`config.mk`:
```
export PLATFORM = sky130hd
export DESIGN_NAME = fetch_unit
export DESIGN_NICKNAME = d
export VERILOG_FILES = /design/src/rtl/fetch_pkg.sv /design/src/rtl/fetch_skid_buf.sv /design/src/rtl/fetch_unit.sv
export SDC_FILE = /design/constraint.sdc
export NUM_CORES = 1
export LEC_CHECK = 0
export ABC_CLOCK_PERIOD_IN_PS = 8300
export CAP_MARGIN = 20
export CORE_MARGIN = 1.5
export CORE_UTILIZATION = 52
export DETAILED_ROUTE_END_ITERATION = 10
export PLACE_DENSITY_LB_ADDON = 0.05
export SLEW_MARGIN = 10
export SYNTH_ARGS = -nofsm -noshare
export SYNTH_HDL_FRONTEND = slang
export SYNTH_SLANG_ARGS = --single-unit
```
`constraint.sdc`:
```
create_clock -name clk -period 8.3 [get_ports clk]
set_clock_uncertainty 0.2 [all_clocks]
set_input_delay 1.66 -clock clk [delete_from_list [all_inputs] [get_ports clk]]
set_output_delay 1.66 -clock clk [all_outputs]
set_load 0.05 [all_outputs]
```
`src/rtl/fetch_pkg.sv`:
```
// Shared types and constants for the instruction-fetch stage.
package fetch_pkg;

   typedef enum logic [1:0] {
      REQ  = 2'd0,
      HOLD = 2'd1,
      DROP = 2'd2
   } fetch_state_t;

   localparam logic [31:0] NOP_INSTR        = 32'h0000_0013;
   localparam logic [31:0] RESET_PC_DEFAULT = 32'h0000_0000;

endpackage

```
`src/rtl/fetch_skid_buf.sv`:
```
// One-entry skid buffer that parks a fetched instruction while the output slot is busy.
module fetch_skid_buf
   import fetch_pkg::*;
#(
   parameter int XLEN = 32
) (
   input  logic            clk,
   input  logic            rst,
   input  logic            load,
   input  logic            drain,
   input  logic            flush,
   input  logic [XLEN-1:0] in_pc,
   input  logic [31:0]     in_instr,
   output logic            valid,
   output logic [XLEN-1:0] pc,
   output logic [31:0]     instr
);

   always_ff @(posedge clk or posedge rst) begin
      if (rst) begin
         valid <= 1'b0;
      end else if (flush) begin
         valid <= 1'b0;
      end else if (load) begin
         valid <= 1'b1;
      end else if (drain) begin
         valid <= 1'b0;
      end
   end

   // NOTE: payload registers carry no reset; valid alone qualifies their contents.
   always_ff @(posedge clk) begin
      if (load && !flush) begin
         pc    <= in_pc;
         instr <= in_instr;
      end
   end

endmodule

```
`src/rtl/fetch_unit.sv`:
```
// Instruction-fetch stage: owns the PC, keeps one read in flight, feeds the IF/ID register.
module fetch_unit
   import fetch_pkg::*;
#(
   parameter int              XLEN     = 32,
   parameter logic [XLEN-1:0] RESET_PC = XLEN'(RESET_PC_DEFAULT)
) (
   input  logic            clk,
   input  logic            rst,
   output logic            imem_req,
   output logic [XLEN-1:0] imem_addr,
   input  logic            imem_ack,
   input  logic [31:0]     imem_rdata,
   input  logic            stall,
   input  logic            redirect,
   input  logic [XLEN-1:0] redirect_pc,
   output logic            if_valid,
   output logic [XLEN-1:0] if_pc,
   output logic [31:0]     if_instr
);

   fetch_state_t    state;
   logic [XLEN-1:0] pc;
   logic [XLEN-1:0] pc_plus4;
   logic [XLEN-1:0] redirect_tgt;
   logic            slot_free;
   logic            skid_load;
   logic            skid_drain;
   logic            skid_valid;
   logic [XLEN-1:0] skid_pc;
   logic [31:0]     skid_instr;

   assign imem_req     = !rst && (state != HOLD);
   assign slot_free    = !if_valid || !stall;
   assign pc_plus4     = pc + XLEN'(4);
   assign redirect_tgt = {redirect_pc[XLEN-1:2], 2'b00};
   assign skid_load    = (state == REQ) && imem_ack && !redirect && !slot_free;
   assign skid_drain   = (state == HOLD) && slot_free && !redirect;

   fetch_skid_buf #(.XLEN(XLEN)) u_skid (
      .clk      (clk),
      .rst      (rst),
      .load     (skid_load),
      .drain    (skid_drain),
      .flush    (redirect),
      .in_pc    (pc),
      .in_instr (imem_rdata),
      .valid    (skid_valid),
      .pc       (skid_pc),
      .instr    (skid_instr)
   );

   always_ff @(posedge clk or posedge rst) begin
      if (rst) begin
         state     <= REQ;
         pc        <= RESET_PC;
         imem_addr <= RESET_PC;
         if_valid  <= 1'b0;
         if_pc     <= '0;
         if_instr  <= NOP_INSTR;
      end else if (redirect) begin
         if_valid <= 1'b0;
         pc       <= redirect_tgt;
         // An unanswered request must still be drained at its old address.
         if (state != HOLD && !imem_ack) begin
            state <= DROP;
         end else begin
            state     <= REQ;
            imem_addr <= redirect_tgt;
         end
      end else begin
         // NOTE: a consumed slot defaults to empty; a later non-blocking write in this block refills it.
         if (if_valid && !stall) if_valid <= 1'b0;
         case (state)
            REQ: begin
               if (imem_ack) begin
                  pc        <= pc_plus4;
                  imem_addr <= pc_plus4;
                  if (slot_free) begin
                     if_valid <= 1'b1;
                     if_pc    <= pc;
                     if_instr <= imem_rdata;
                  end else begin
                     state <= HOLD;
                  end
               end
            end
            HOLD: begin
               if (slot_free) begin
                  if_valid <= skid_valid;
                  if_pc    <= skid_pc;
                  if_instr <= skid_instr;
                  state    <= REQ;
               end
            end
            DROP: begin
               if (imem_ack) begin
                  state     <= REQ;
                  imem_addr <= pc;
               end
            end
            default: state <= REQ;
         endcase
      end
   end

endmodule

```
# Word-level counts from Yosys, hierarchy flattened
# Cells that the tools add are included.
dict set report totals {
  out_inout_bits 98
  input_bits 69
  elab_cells 79
  reg_bits 196
}
dict set report op_classes {
  add_sub_neg 1
  reduce_logical 26
  n_mux 31
  bitwise 1
  n_eq_ne 11
}
# cell count
set op_table {}
lappend op_table {{two-way mux 32 bit} 12}
lappend op_table {{case mux 32 bit (2 select lines)} 3}
lappend op_table {{adder 32 x 3 -> 32 bit, second input constant} 1}
lappend op_table {{two-way mux 2 bit} 6}
lappend op_table {{inequality test 3 bit, second input constant} 4}
lappend op_table {{logical AND 1 bit} 9}
lappend op_table {{two-way mux 1 bit} 8}
lappend op_table {{inequality test 2 bit, second input constant} 4}
lappend op_table {{AND reduction 4 bit} 2}
lappend op_table {{zero test 1 bit} 6}
lappend op_table {{case mux 2 bit (3 select lines)} 1}
lappend op_table {{nonzero test 2 bit} 3}
lappend op_table {{nonzero test 3 bit} 2}
lappend op_table {{AND reduction 5 bit} 1}
lappend op_table {{equality test 2 x 1 -> 1 bit, second input constant} 1}
lappend op_table {{equality test 2 bit, second input constant} 1}
lappend op_table {{zero test 2 bit} 1}
lappend op_table {{inequality test 2 x 1 -> 1 bit, second input constant} 1}
lappend op_table {{case mux 1 bit (2 select lines)} 1}
lappend op_table {{AND reduction 2 bit} 1}
lappend op_table {{logical OR 1 bit} 1}
lappend op_table {{inverter 1 bit} 1}

# Logic depth before layout (Yosys ltp)
dict set report depth {
  word_depth 7
  mapped_depth 8
}

# Modules after synthesis
# Synthesis repeated with hierarchy kept, for this count alone.
dict set report unflattened {
  cells_unflattened 774
  area_unflattened_um2 8614.5
}
# module area_each_um2 cells_per_inst n_inst
set by_module_without_submodules {}
lappend by_module_without_submodules {fetch_unit 6641.4 704 1}
lappend by_module_without_submodules {fetch_skid_buf 1973.1 70 1}

# Least setup slack after synthesis
# Ideal clock, no wire load.
dict set report synth_timing {
  kind {input to register}
  startpoint {in redirect}
  endpoint {reg u_skid.instr[0], enable pin}
  cell_stages 3
  t_required_ns 7.462
  arrival_ns 8.050
  setup_slack_ns -0.588
  path_cell_list {clkbuf_1 > clkbuf_1 > nor4_1}
}
dict set report synth_between {
  elab_chain_cells 4
}
# element line
set synth_lines {}
lappend synth_lines {{from (decl)} fetch_unit.sv:15} ;# input logic redirect,
lappend synth_lines {{zero test 1 bit *} {fetch_skid_buf.sv:33, fetch_unit.sv:37}}
lappend synth_lines {{logical AND 1 bit (2 in a row)} fetch_unit.sv:37} ;# assign skid_load = (state == REQ) && imem_ack && !redirect && !slot_free;
lappend synth_lines {{logical AND 1 bit *} fetch_skid_buf.sv:33} ;# if (load && !flush) begin
lappend synth_lines {{to (signal assigned)} fetch_skid_buf.sv:35} ;# instr <= in_instr;
lappend synth_lines {{to (decl)} fetch_skid_buf.sv:16} ;# output logic [31:0] instr
# Mark *: on every way between the ends. The rest lies on a longest branch, timed or not.
# A chain may end at the register's enable or synchronous reset.

# Worst setup path after layout
dict set report layout_timing {
  startpoint {in rst}
  endpoint {out imem_req}
}
dict set report layout_between {
  elab_chain_cells 2
}
# element line
set layout_lines {}
lappend layout_lines {{from (decl)} fetch_unit.sv:9} ;# input logic rst,
lappend layout_lines {{zero test 1 bit (no line)} n/a}
lappend layout_lines {{logical AND 1 bit} fetch_unit.sv:33} ;# assign imem_req = !rst && (state != HOLD);
lappend layout_lines {{to (decl)} fetch_unit.sv:10} ;# output logic imem_req,
# No other way between the ends.

==> impl_results.md <==
* Status: completed
* N_diodes at 0
* CP cell instances: clkdlybuf4s50_1 > nor2_1 > clkdlybuf4s50_1
* Slew Viols, Final at 0
* Worst-path clk slew at 0.07 ns
* CTS Buffer Depth at 2
* R2R Path Start: state[0]
* Cell depth of the worst flop-to-flop path at 3
* WP data arrival at 3.07 ns
* Syn Area/Cell at 11.2 um2
* Vias in the first global route at 6066
* Final HPWL DP at 13200 um
* CTS tree: done
* DR iter-0 viols at 391
* Hold Slack at 0.285 ns
* Clock period minus worst slack at 4.93 ns
* Number of fillers in the final layout at 1217
* # IOs at 167
* GP Congestion at 0.860
* Nets at 965
* Synth area leader: dfrtp_1
* Top FF cell, synth: dfrtp_1
* CTS Sinks at 189
* Skew-Pair Late Insertion Delay at 0.43 ns
* Fmax at 0.203 GHz
* Setup Buffers After CTS at 0
* Leak pwr at 4.01 nW
* FP Rows at 46
* FF-to-FF End: u_skid.instr[16]
* Register area share after synthesis at 59.4%
* GRT Residual Overflow at 0
* EDFF count, synth at 62
* Setup TNS at 0 ns
* Share of the synthesized area in the top cell type at 36.6%
* Critical Path Sink Type: output pin
* Power per standard cell area at 258 nW/um2
* DRC at 0
* Worst R2R Setup Slack at 5.32 ns
* Worst Path Required at 6.44 ns
* CP Launch Type: primary input
* Post-DP Area at 10200 um2
* Largest net degree at the start of global routing at 125
* Max transition margin at 29.0%
* Starting Density at 53.2%
* Maxcap violations at 0
* VDD IR max at 166 uV
* Worst path most repeated cell: clkdlybuf4s50_1
* Ys async rst share at 67.2%
* PortBufs at 162
* Register Area at 5040 um2
* Antenna-violating nets left at 0
* Number of buffers created by CTS at 17
* Clk Tree Root Cell: clkbuf_16
* Global-route wire length before repair at 31800 um
* Fraction of layout cells with a size suffix above 1 at 7.60%
* Top post-synthesis cells by area: dfrtp_1, edfxtp_1, mux2i_1
* DP Worst Slack at 3.37 ns
* Post-route worst setup slack at 3.37 ns
* Area growth, synth to finish at 28.7%
* CP max stage cell: clkdlybuf4s50_1
* Worst setup startpoint: rst
* Vias at 6287
* Flop and latch count out of synthesis at 189
* Die ar. at 17100 um2
* Final worst-path cycle share at 59.4%
* Tot GR Track Use at 24.4%
* Hold Buf Count CTS at 0
* Crit path to: imem_req
* Least-Margin Pin Slew at 1.06 ns
* Crit-path max FO at 2
* Syn. warnings at 0
* # setup viols final at 0
* Distinct cells, synth at 53
* Syn Std Cell Area at 8490 um2
* Initial antenna violation count at 0
* RSZ-0062 raised after global routing: false
* Area of the multi-input gates at 3210 um2
* Fin area at 10900 um2
* WL final at 20100 um
* H-Tree Depth at 4
* Avg WL per Cell at 17.9 um
* Slowest stage delay, CP at 0.81 ns
* CTS-repair resized insts at 0
* Core Area at 15900 um2
* 1st-pass router iterations at 7
* Vias per inst at 5.59
* CP Class: primary input to output pin
* Die Ht at 131 um
* Hold Path Class: flop to flop
* Mapped Cells at 760
* Die W at 131 um
* Hold Vio Cnt, Final at 0
==> routing by layer <==
metal	wire length [um]	share of wire (%)	global-route usage [%]
met5	0	0	0
met4	230	1.1	8.40
met3	1330	6.6	5.29
met2	9450	47	38.1
met1	9100	45	34.1
==> cell usage in the layout (no fill, tap or decap), drive strengths merged, types with 4 or more instances in the layout <==
| cell type | count |
|---|---|
| clkdlybuf4s50 | 162 |
| dfrtp | 124 |
| nor2 | 92 |
| a21oi | 75 |
| nand2 | 66 |
| mux2i | 63 |
| edfxtp | 62 |
| xor2 | 38 |
| o21ai | 37 |
| nand3 | 26 |
| clkbuf | 21 |
| nand4 | 17 |
| xnor2 | 14 |
| mux2 | 11 |
| nor3 | 11 |
| buf | 10 |
| o221ai | 6 |
| a22oi | 6 |
| bufinv | 6 |
| nor4 | 6 |
| inv | 6 |
| and2 | 4 |
| and3 | 4 |
==> critical path, delay by kind of cell <==
kind          cells  cell delay, ns
buf+inv           2            1.28
simple gates      1            0.13
==> registers in the layout, summed over array words and instances (netlist names) <==
name	cells
if_instr	32
if_pc	30
if_valid	1
imem_addr	31
pc	30
state	2
u_skid.instr	32
u_skid.pc	30
u_skid.valid	1
==> per-stage QoR <==
step	utilization (%)	instances	total power, W
after floorplan	-	761	0.00164
after global placement	64.2	1091	0.00190
after detailed placement	64.2	1091	0.00191
after CTS	68.4	1123	0.00283
after global routing	68.5	1124	0.00292
final	68.5	1124	0.00281
==> cell usage after synthesis, types with 6 or more instances <==
master and n:
a21oi_1 75, a22oi_1 6, buf_2 15, buf_4 7
clkbuf_1 33, dfrtp_1 124, edfxtp_1 62, mux2_2 11
mux2i_1 63, nand2_1 66, nand3_1 26, nand4_1 16
nor2_1 92, nor3_1 10, o21ai_0 32, o221ai_1 6
xnor2_1 14, xor2_1 38
==> cell families (layout without fill, tap and decap cells) <==
| family | count (synthesis) | in the layout | synth area share, % |
|---|---|---|---|
| muxes | 74 | 74 | 8.89 |
| xor gates and xnor gates | 52 | 52 | 5.36 |
| and+or+nand+nor | 234 | 234 | 12.7 |
| adders and majority gates | 1 | 1 | 0.147 |
| AOI/OAI and AO/OA | 147 | 147 | 10.0 |
| buffers and inverters | 62 | 209 | 3.37 |
| DFF | 189 | 189 | 59.4 |
| other | 1 | 2 | 0.0442 |
==> worst min path at each step <==
stage | cells after the start | endpoint | startpoint
final | 2 | imem_addr[7] | imem_addr[7]
after global routing | 1 | imem_addr[3] | imem_addr[3]
after CTS | 2 | imem_addr[7] | imem_addr[7]
after detailed placement | 1 | imem_addr[3] | imem_addr[3]
after global placement | 1 | imem_addr[3] | imem_addr[3]
after floorplan | 0 | u_skid.pc[10] | pc[10]
==> layout make-up <==
type                       count  share of cell area (%)
sequential                   189                    46.2
inverter                       5                   0.195
timing repair buffer         172                    15.7
clock buffer                  21                    4.12
clock inverter                11                    1.96
tap                          216                    2.47
multi-input combinational    510                    29.4
==> report_power, final <==
group	internal (W)	switching (W)	total, W	leakage (nW)
clock network	0.000574	0.000342	0.000916	0.323
registers	0.00107	0.0000862	0.00116	2.02
logic	0.000254	0.000488	0.000742	1.67
total	0.00190	0.000916	0.00281	4.01
(Power assumes the default switching activity.)
